--- config.mk ---
export PLATFORM = sky130hd
export DESIGN_NAME = map_scan
export DESIGN_NICKNAME = d
export VERILOG_FILES = /design/src/rtl/map_scan.sv
export SDC_FILE = /design/constraint.sdc
export NUM_CORES = 1
export LEC_CHECK = 0
export BUFFER_PORTS_ARGS = -buffer_cell sky130_fd_sc_hd__buf_2
export CAP_MARGIN = 30
export CORE_MARGIN = 2
export CORE_UTILIZATION = 45
export DETAILED_ROUTE_END_ITERATION = 12
export GPL_ROUTABILITY_DRIVEN = 0
export PLACE_DENSITY = 0.71
export SYNTH_ARGS = -nofsm -noshare
export SYNTH_HDL_FRONTEND = slang
export SYNTH_SLANG_ARGS = --single-unit
--- constraint.sdc ---
create_clock -name m_clock -period 2.15 [get_ports m_clock]
set_input_delay 0.1075 -clock m_clock [delete_from_list [all_inputs] [get_ports m_clock]]
set_output_delay 0.1075 -clock m_clock [all_outputs]
set_load 0.005 [all_outputs]
--- src/rtl/map_scan.sv ---
// rtl/map_scan.sv - maze map sweep controller: streams every map cell downstream and classifies start/goal/walls
module map_scan #(
  parameter int CELLS = 100
) (
  input  logic       m_clock,
  input  logic       p_reset,
  input  logic       scan_go,
  output logic       mem_re,
  output logic [6:0] mem_addr,
  input  logic [6:0] mem_rdata,
  output logic       in_do,
  output logic [6:0] now,
  output logic [6:0] map_block,
  output logic       busy,
  output logic       done,
  output logic [6:0] start_pos,
  output logic [6:0] goal_pos,
  output logic       start_found,
  output logic       goal_found,
  output logic [7:0] wall_cnt,
  output logic       err_multi
);

  localparam logic [1:0] S_IDLE  = 2'd0;
  localparam logic [1:0] S_SCAN  = 2'd1;
  localparam logic [1:0] S_DRAIN = 2'd2;
  localparam logic [1:0] S_DONE  = 2'd3;

  localparam logic [6:0] LAST_ADDR = 7'(CELLS - 1);
  localparam logic [6:0] CODE_START = 7'h3F;
  localparam logic [6:0] CODE_GOAL  = 7'h00;

  logic [1:0] state_q, state_d;
  logic [6:0] cnt_q, cnt_d;
  logic       rd_v_q, rd_v_d;
  logic [6:0] rd_idx_q, rd_idx_d;
  logic [6:0] start_pos_q, start_pos_d;
  logic [6:0] goal_pos_q, goal_pos_d;
  logic       start_found_q, start_found_d;
  logic       goal_found_q, goal_found_d;
  logic [7:0] wall_cnt_q, wall_cnt_d;
  logic       err_multi_q, err_multi_d;

  always_comb begin
    state_d       = state_q;
    cnt_d         = cnt_q;
    rd_v_d        = 1'b0;
    rd_idx_d      = rd_idx_q;
    start_pos_d   = start_pos_q;
    goal_pos_d    = goal_pos_q;
    start_found_d = start_found_q;
    goal_found_d  = goal_found_q;
    wall_cnt_d    = wall_cnt_q;
    err_multi_d   = err_multi_q;

    case (state_q)
      S_IDLE: begin
        if (scan_go) begin
          state_d       = S_SCAN;
          cnt_d         = 7'd0;
          start_pos_d   = 7'd0;
          goal_pos_d    = 7'd0;
          start_found_d = 1'b0;
          goal_found_d  = 1'b0;
          wall_cnt_d    = 8'd0;
          err_multi_d   = 1'b0;
        end
      end
      S_SCAN: begin
        rd_v_d   = 1'b1;
        rd_idx_d = cnt_q;
        // Counter parks on the last address so mem_addr holds it after the sweep.
        if (cnt_q == LAST_ADDR) begin
          state_d = S_DRAIN;
        end else begin
          cnt_d = cnt_q + 7'd1;
        end
      end
      S_DRAIN: state_d = S_DONE;
      S_DONE:  state_d = S_IDLE;
      default: state_d = S_IDLE;
    endcase

    // Read data returned this cycle belongs to rd_idx_q; only the first start/goal is kept.
    if (rd_v_q) begin
      if (mem_rdata == CODE_START) begin
        if (!start_found_q) begin
          start_pos_d   = rd_idx_q;
          start_found_d = 1'b1;
        end else begin
          err_multi_d = 1'b1;
        end
      end
      if (mem_rdata == CODE_GOAL) begin
        if (!goal_found_q) begin
          goal_pos_d   = rd_idx_q;
          goal_found_d = 1'b1;
        end else begin
          err_multi_d = 1'b1;
        end
      end
      if (mem_rdata[6]) begin
        wall_cnt_d = wall_cnt_q + 8'd1;
      end
    end
  end

  always_ff @(posedge m_clock or negedge p_reset) begin
    if (!p_reset) begin
      state_q       <= S_IDLE;
      cnt_q         <= 7'd0;
      rd_v_q        <= 1'b0;
      rd_idx_q      <= 7'd0;
      start_pos_q   <= 7'd0;
      goal_pos_q    <= 7'd0;
      start_found_q <= 1'b0;
      goal_found_q  <= 1'b0;
      wall_cnt_q    <= 8'd0;
      err_multi_q   <= 1'b0;
    end else begin
      state_q       <= state_d;
      cnt_q         <= cnt_d;
      rd_v_q        <= rd_v_d;
      rd_idx_q      <= rd_idx_d;
      start_pos_q   <= start_pos_d;
      goal_pos_q    <= goal_pos_d;
      start_found_q <= start_found_d;
      goal_found_q  <= goal_found_d;
      wall_cnt_q    <= wall_cnt_d;
      err_multi_q   <= err_multi_d;
    end
  end

  assign mem_re      = (state_q == S_SCAN);
  assign mem_addr    = cnt_q;
  assign in_do       = rd_v_q;
  assign now         = rd_v_q ? rd_idx_q : 7'd0;
  assign map_block   = rd_v_q ? mem_rdata : 7'd0;
  assign busy        = (state_q != S_IDLE);
  assign done        = (state_q == S_DONE);
  assign start_pos   = start_pos_q;
  assign goal_pos    = goal_pos_q;
  assign start_found = start_found_q;
  assign goal_found  = goal_found_q;
  assign wall_cnt    = wall_cnt_q;
  assign err_multi   = err_multi_q;

endmodule

Word-level counts from Yosys, hierarchy flattened --
Cells that the tools add are included.
Storage, ports and cells: output and inout bits 50, latch bits 0, register bits 42, bits of input ports 10, ROM bits 0, word-level logic and storage cells 66, memory bits (writable) 0, memories 0
Operators by class: $lt $le $gt $ge 0, div/mod/pow operators 0, eq/ne operators 8, multiply operators 0, $add $sub $neg 2, shift operators 0, mux-type cells 40, reductions and logical operators 6, bitwise operators 0
Operators with widths (number):
- $mux W7 | 14
- $mux W8 | 4
- $mux W1 | 18
- $pmux W7 S2 | 1
- $add A8 B1 Y8 const B | 1
- $pmux W2 S4 | 1
- $add A7 B1 Y7 const B | 1
- $eq A7 B6 Y1 const B | 1
- $eq A7 B7 Y1 const B | 1
- $logic_not A7 Y1 | 1
- $eq A2 B2 Y1 const B | 2
- $mux W2 | 2
- $ne A2 B2 Y1 const B | 2
- $reduce_bool A2 Y1 | 2
- $reduce_and A3 Y1 | 1
- $eq A2 B1 Y1 const B | 1
- $logic_not A2 Y1 | 1
- $ne A2 B1 Y1 const B | 1
- $reduce_and A2 Y1 | 1

Depth between registers and ports, before layout --
depth after elaboration 7, gate-level depth with buffers 6, gate-level depth less buffers 6

Worst setup path after synthesis --
No wires, ideal clock.
kind flip-flop to flip-flop, from register state_q[0], to register cnt_q[0], in the netlist mem_addr[0], cell stages (with the launch flop) 6, data arrival time 1.504 ns, setup time 0.125 ns, path buffers 0, path slack 0.521 ns, clock period less this slack 1.629 ns, required time 2.025 ns, cells stage by stage dfrtp_1 inv_1 ha_1 mux2_2 nor2b_1 mux2_2
Between the ends: word-level cells in the longest chain between the ends 3
RTL lines:
- start: declaration | RTL line 33 | logic [1:0] state_q, state_d;
- start signal: assignment | RTL line 121 | state_q <= state_d;
- $eq A2 B1 Y1 or $logic_not A2 Y1 (tied branches) | RTL line 56 | case (state_q)
- $ne A2 B2 Y1 (no line) or $reduce_bool A2 Y1 (tied branches)
- $reduce_and A3 Y1 (no line)
- end signal: assignment | RTL line 122 | cnt_q <= cnt_d;
- end: declaration | RTL line 34 | logic [6:0] cnt_q, cnt_d;
Several ways; a longest one is shown, not always the timed one. A chain may end at the register's enable or synchronous reset.

Final worst setup path --
from register rd_v_q, in the netlist in_do, to register goal_pos_q[0], in the netlist goal_pos[0]
Between the ends: word-level cells in the longest chain between the ends 1
RTL lines:
- start: declaration | RTL line 35 | logic rd_v_q, rd_v_d;
- start signal: assignment | RTL line 123 | rd_v_q <= rd_v_d;
- $mux W7 | RTL line 85 | if (rd_v_q) begin
- via goal_pos_d[0] | RTL line 38 | logic [6:0] goal_pos_q, goal_pos_d;
- end signal: assignment | RTL line 126 | goal_pos_q <= goal_pos_d;
- end: declaration | RTL line 38
The timed path passes the listed nets, and every way through them passes these cells.

==> flow_summary.yaml <==
floorplanning:
  num_rows: 24
  die_h_um: 71.3
  start_util: 0.469
  core_um2: 4350
  dieArea_um2: 5090
  pin_count: 60
  die_w_um: 71.3
drt:
  drc: 0
  routed_wl_um: 4370
  drt_iter0_drc: 124
  wl_per_cell_um: 13.7
  ant_nets: 0
  num_vias: 1657
  via_per_inst: 5.18
  first_pass_iters: 4
pwr:
  p_comb_frac: 0.101
  power_frac_seq: 0.490
  internal-power_mw: 1.44
  ir_worst_vdd_mv: 0.428
  power_leakage_nw: 1.27
  p_per_area_nw_per_um2: 733
  net-switching-power_mw: 0.426
  p_clk_frac: 0.409
  total_power_mw: 1.87
  swShare: 0.229
finish:
  register_area_um2: 1050
  area_growth_pct: 24.8
  final_common_cell: "buf_2"
  fin_cells: 320
  n_fill_cell: 397
  antennaDiodeCount: 0
  layout_common_cells: "buf_2, dfrtp_1, nand2_1"
  design_area_um2: 2550
  multi_input_area_um2: 923
  finalNetCount: 284
  layout-drive-gt1-share: 0.328
global_route:
  grt_max_degree: 43
  grt_overflow: 0
  grt_use_total: 0.181
  antenna_found_initial: 0
  first_global_vias: 1509
  grt_pass1_wl_um: 7150
cts:
  numCtsBuffers: 5
  cts_root_buffer: "clkbuf_8"
  ctsResizeCount: 0
  htreeDepth: 2
  ctsLongestPathBuffers: 2
  clk_pin_slew_ps: 80
  cts_tree: "built"
  post_cts_buffers: 0
  hold_buffers: 1
  cts.sinks: 42
  clk_latency_ps: 290
sta:
  fin_crit_sh: 0.865
  drv_slew: 0
  rsz0062_at_grt: "no"
  clock_skew_ps: 7.64
  final.setup.tns_ps: 0
  worst_pin_slew_ps: 901
  hold_viol_final: 0
  clock.fmax_ghz: 0.538
  period_minus_slack_ps: 1860
  final-setup-viol-count: 0
  relSlewSlack: 0.400
synthesis:
  yosys.area.top_type_share: 0.515
  synth-async-reset-ratio: 1.00
  syn-instance-count: 201
  avgSynthCellArea_um2: 10.2
  ys_top_cells_by_area: "dfrtp_1, nand2_1, o21ai_0"
  syn_nets: 218
  synthesis.area_um2: 2040
  synth-edff-count: 0
  yosys_register_bits: 42
  synth.distinct_cells: 38
  ys_seq_area_frac: 0.515
  synth_ff_type: "dfrtp_1"
  synth_area_leader_cell: "dfrtp_1"
  ys_warn_count: 0
critical_path:
  cp-start-kind: "flip-flop"
  timing.reg2reg.setup_slack_ps: 290
  worstSetupPathType: "reg -> reg"
  required_ps: 2300
  worstSetupEndpointType: "flip-flop"
  worst_ep_arrival_time_ps: 2010
  critPathMaxFanout: 16
placement:
  dpl_cell_area_um2: 2390
  portBuffers: 59
  place_hpwl_um: 3060
  post-place-cells: 311
status:
  status: "completed"
job:
  cap_viol_max_count: 0
min_path:
  hold_path.class: "in -> reg"
==> power groups by stage <==
stage | sequential (mW) | combinational [mW] | clock (mW)
finish | 0.914 | 0.189 | 0.764
global route | 0.925 | 0.220 | 0.810
CTS | 0.912 | 0.194 | 0.784
detailed placement | 0.927 | 0.192 | 0
global placement | 0.928 | 0.187 | 0
floorplan | 0.926 | 0.0765 | 0
==> cell type report <==
class | instances | share of cell area
clock inverter | 2 | 0.0236
clock buffer | 6 | 0.0324
multi-input combinational | 146 | 0.362
tap | 52 | 0.0255
sequential | 42 | 0.413
inverter | 8 | 0.0118
timing repair buffer | 64 | 0.132
==> metal layers <==
metal	global-route usage	part of all wire	up-vias
met5	0	0	-
met4	0.0755	0.016	0
met3	0.0422	0.053	5
met2	0.293	0.48	41
met1	0.234	0.45	777
li1	-	-	834
==> registers in the layout (all words and copies together), names as in the netlist <==
name         flops
in_do            1
rd_idx_q         7
start_found      1
mem_addr         7
goal_pos         7
err_multi        1
state_q          2
start_pos        7
goal_found       1
wall_cnt         8
==> cells in the mapped netlist, types with 2 or more instances <==
master and instances:
a21oi_1 5, xor2_1 4, nor2b_1 2, and2_2 2
nand2_1 36, inv_1 7, buf_2 2, dfrtp_1 42
nand3_1 2, and2_1 10, a221o_1 2, mux2_2 10
buf_6 2, nor2_1 9, and3_1 2, o21ai_0 25
nand2b_1 3, a22o_1 2, nor3_1 2, ha_1 7
nand4_1 6, a31oi_1 3
==> critical path, stage by stage (launching register included) <==
cell	delay, ps
dfrtp_1	570
or4b_4	540
nor3_4	440
o21ai_0	170
==> worst paths after layout <==
| path | from | to | cells after the start |
|---|---|---|---|
| worst max-delay path | in_do | goal_pos[0] | 3 |
| worst min-delay path | scan_go | mem_addr[2] | 2 |
| worst max register to register | in_do | goal_pos[0] | 3 |
| worst min register to register | wall_cnt[6] | wall_cnt[6] | 1 |
| max in group asynchronous | p_reset | wall_cnt[2] | 2 |
| min in group asynchronous | p_reset | mem_addr[0] | 2 |
==> cells by family after synthesis <==
logic type                 count (synthesis)  synth area share
DFF                                       42             0.515
xor gates and xnor gates                   4            0.0172
muxes                                     11            0.0601
buffers and inverters                     13            0.0325
and+or+nand+nor                           83             0.216
AOI/OAI and AO/OA                         41             0.116
adders and majority gates                  7            0.0429
==> metrics by stage <==
step	setup WS, ps	util	hold slack (ps)
final	291	0.585	123
after global routing	156	0.585	141
after CTS	307	0.585	108
after detailed placement	316	0.550	299
after global placement	369	0.550	299
after floorplan	521	-	-188
Power figures use the tool's default switching activity.
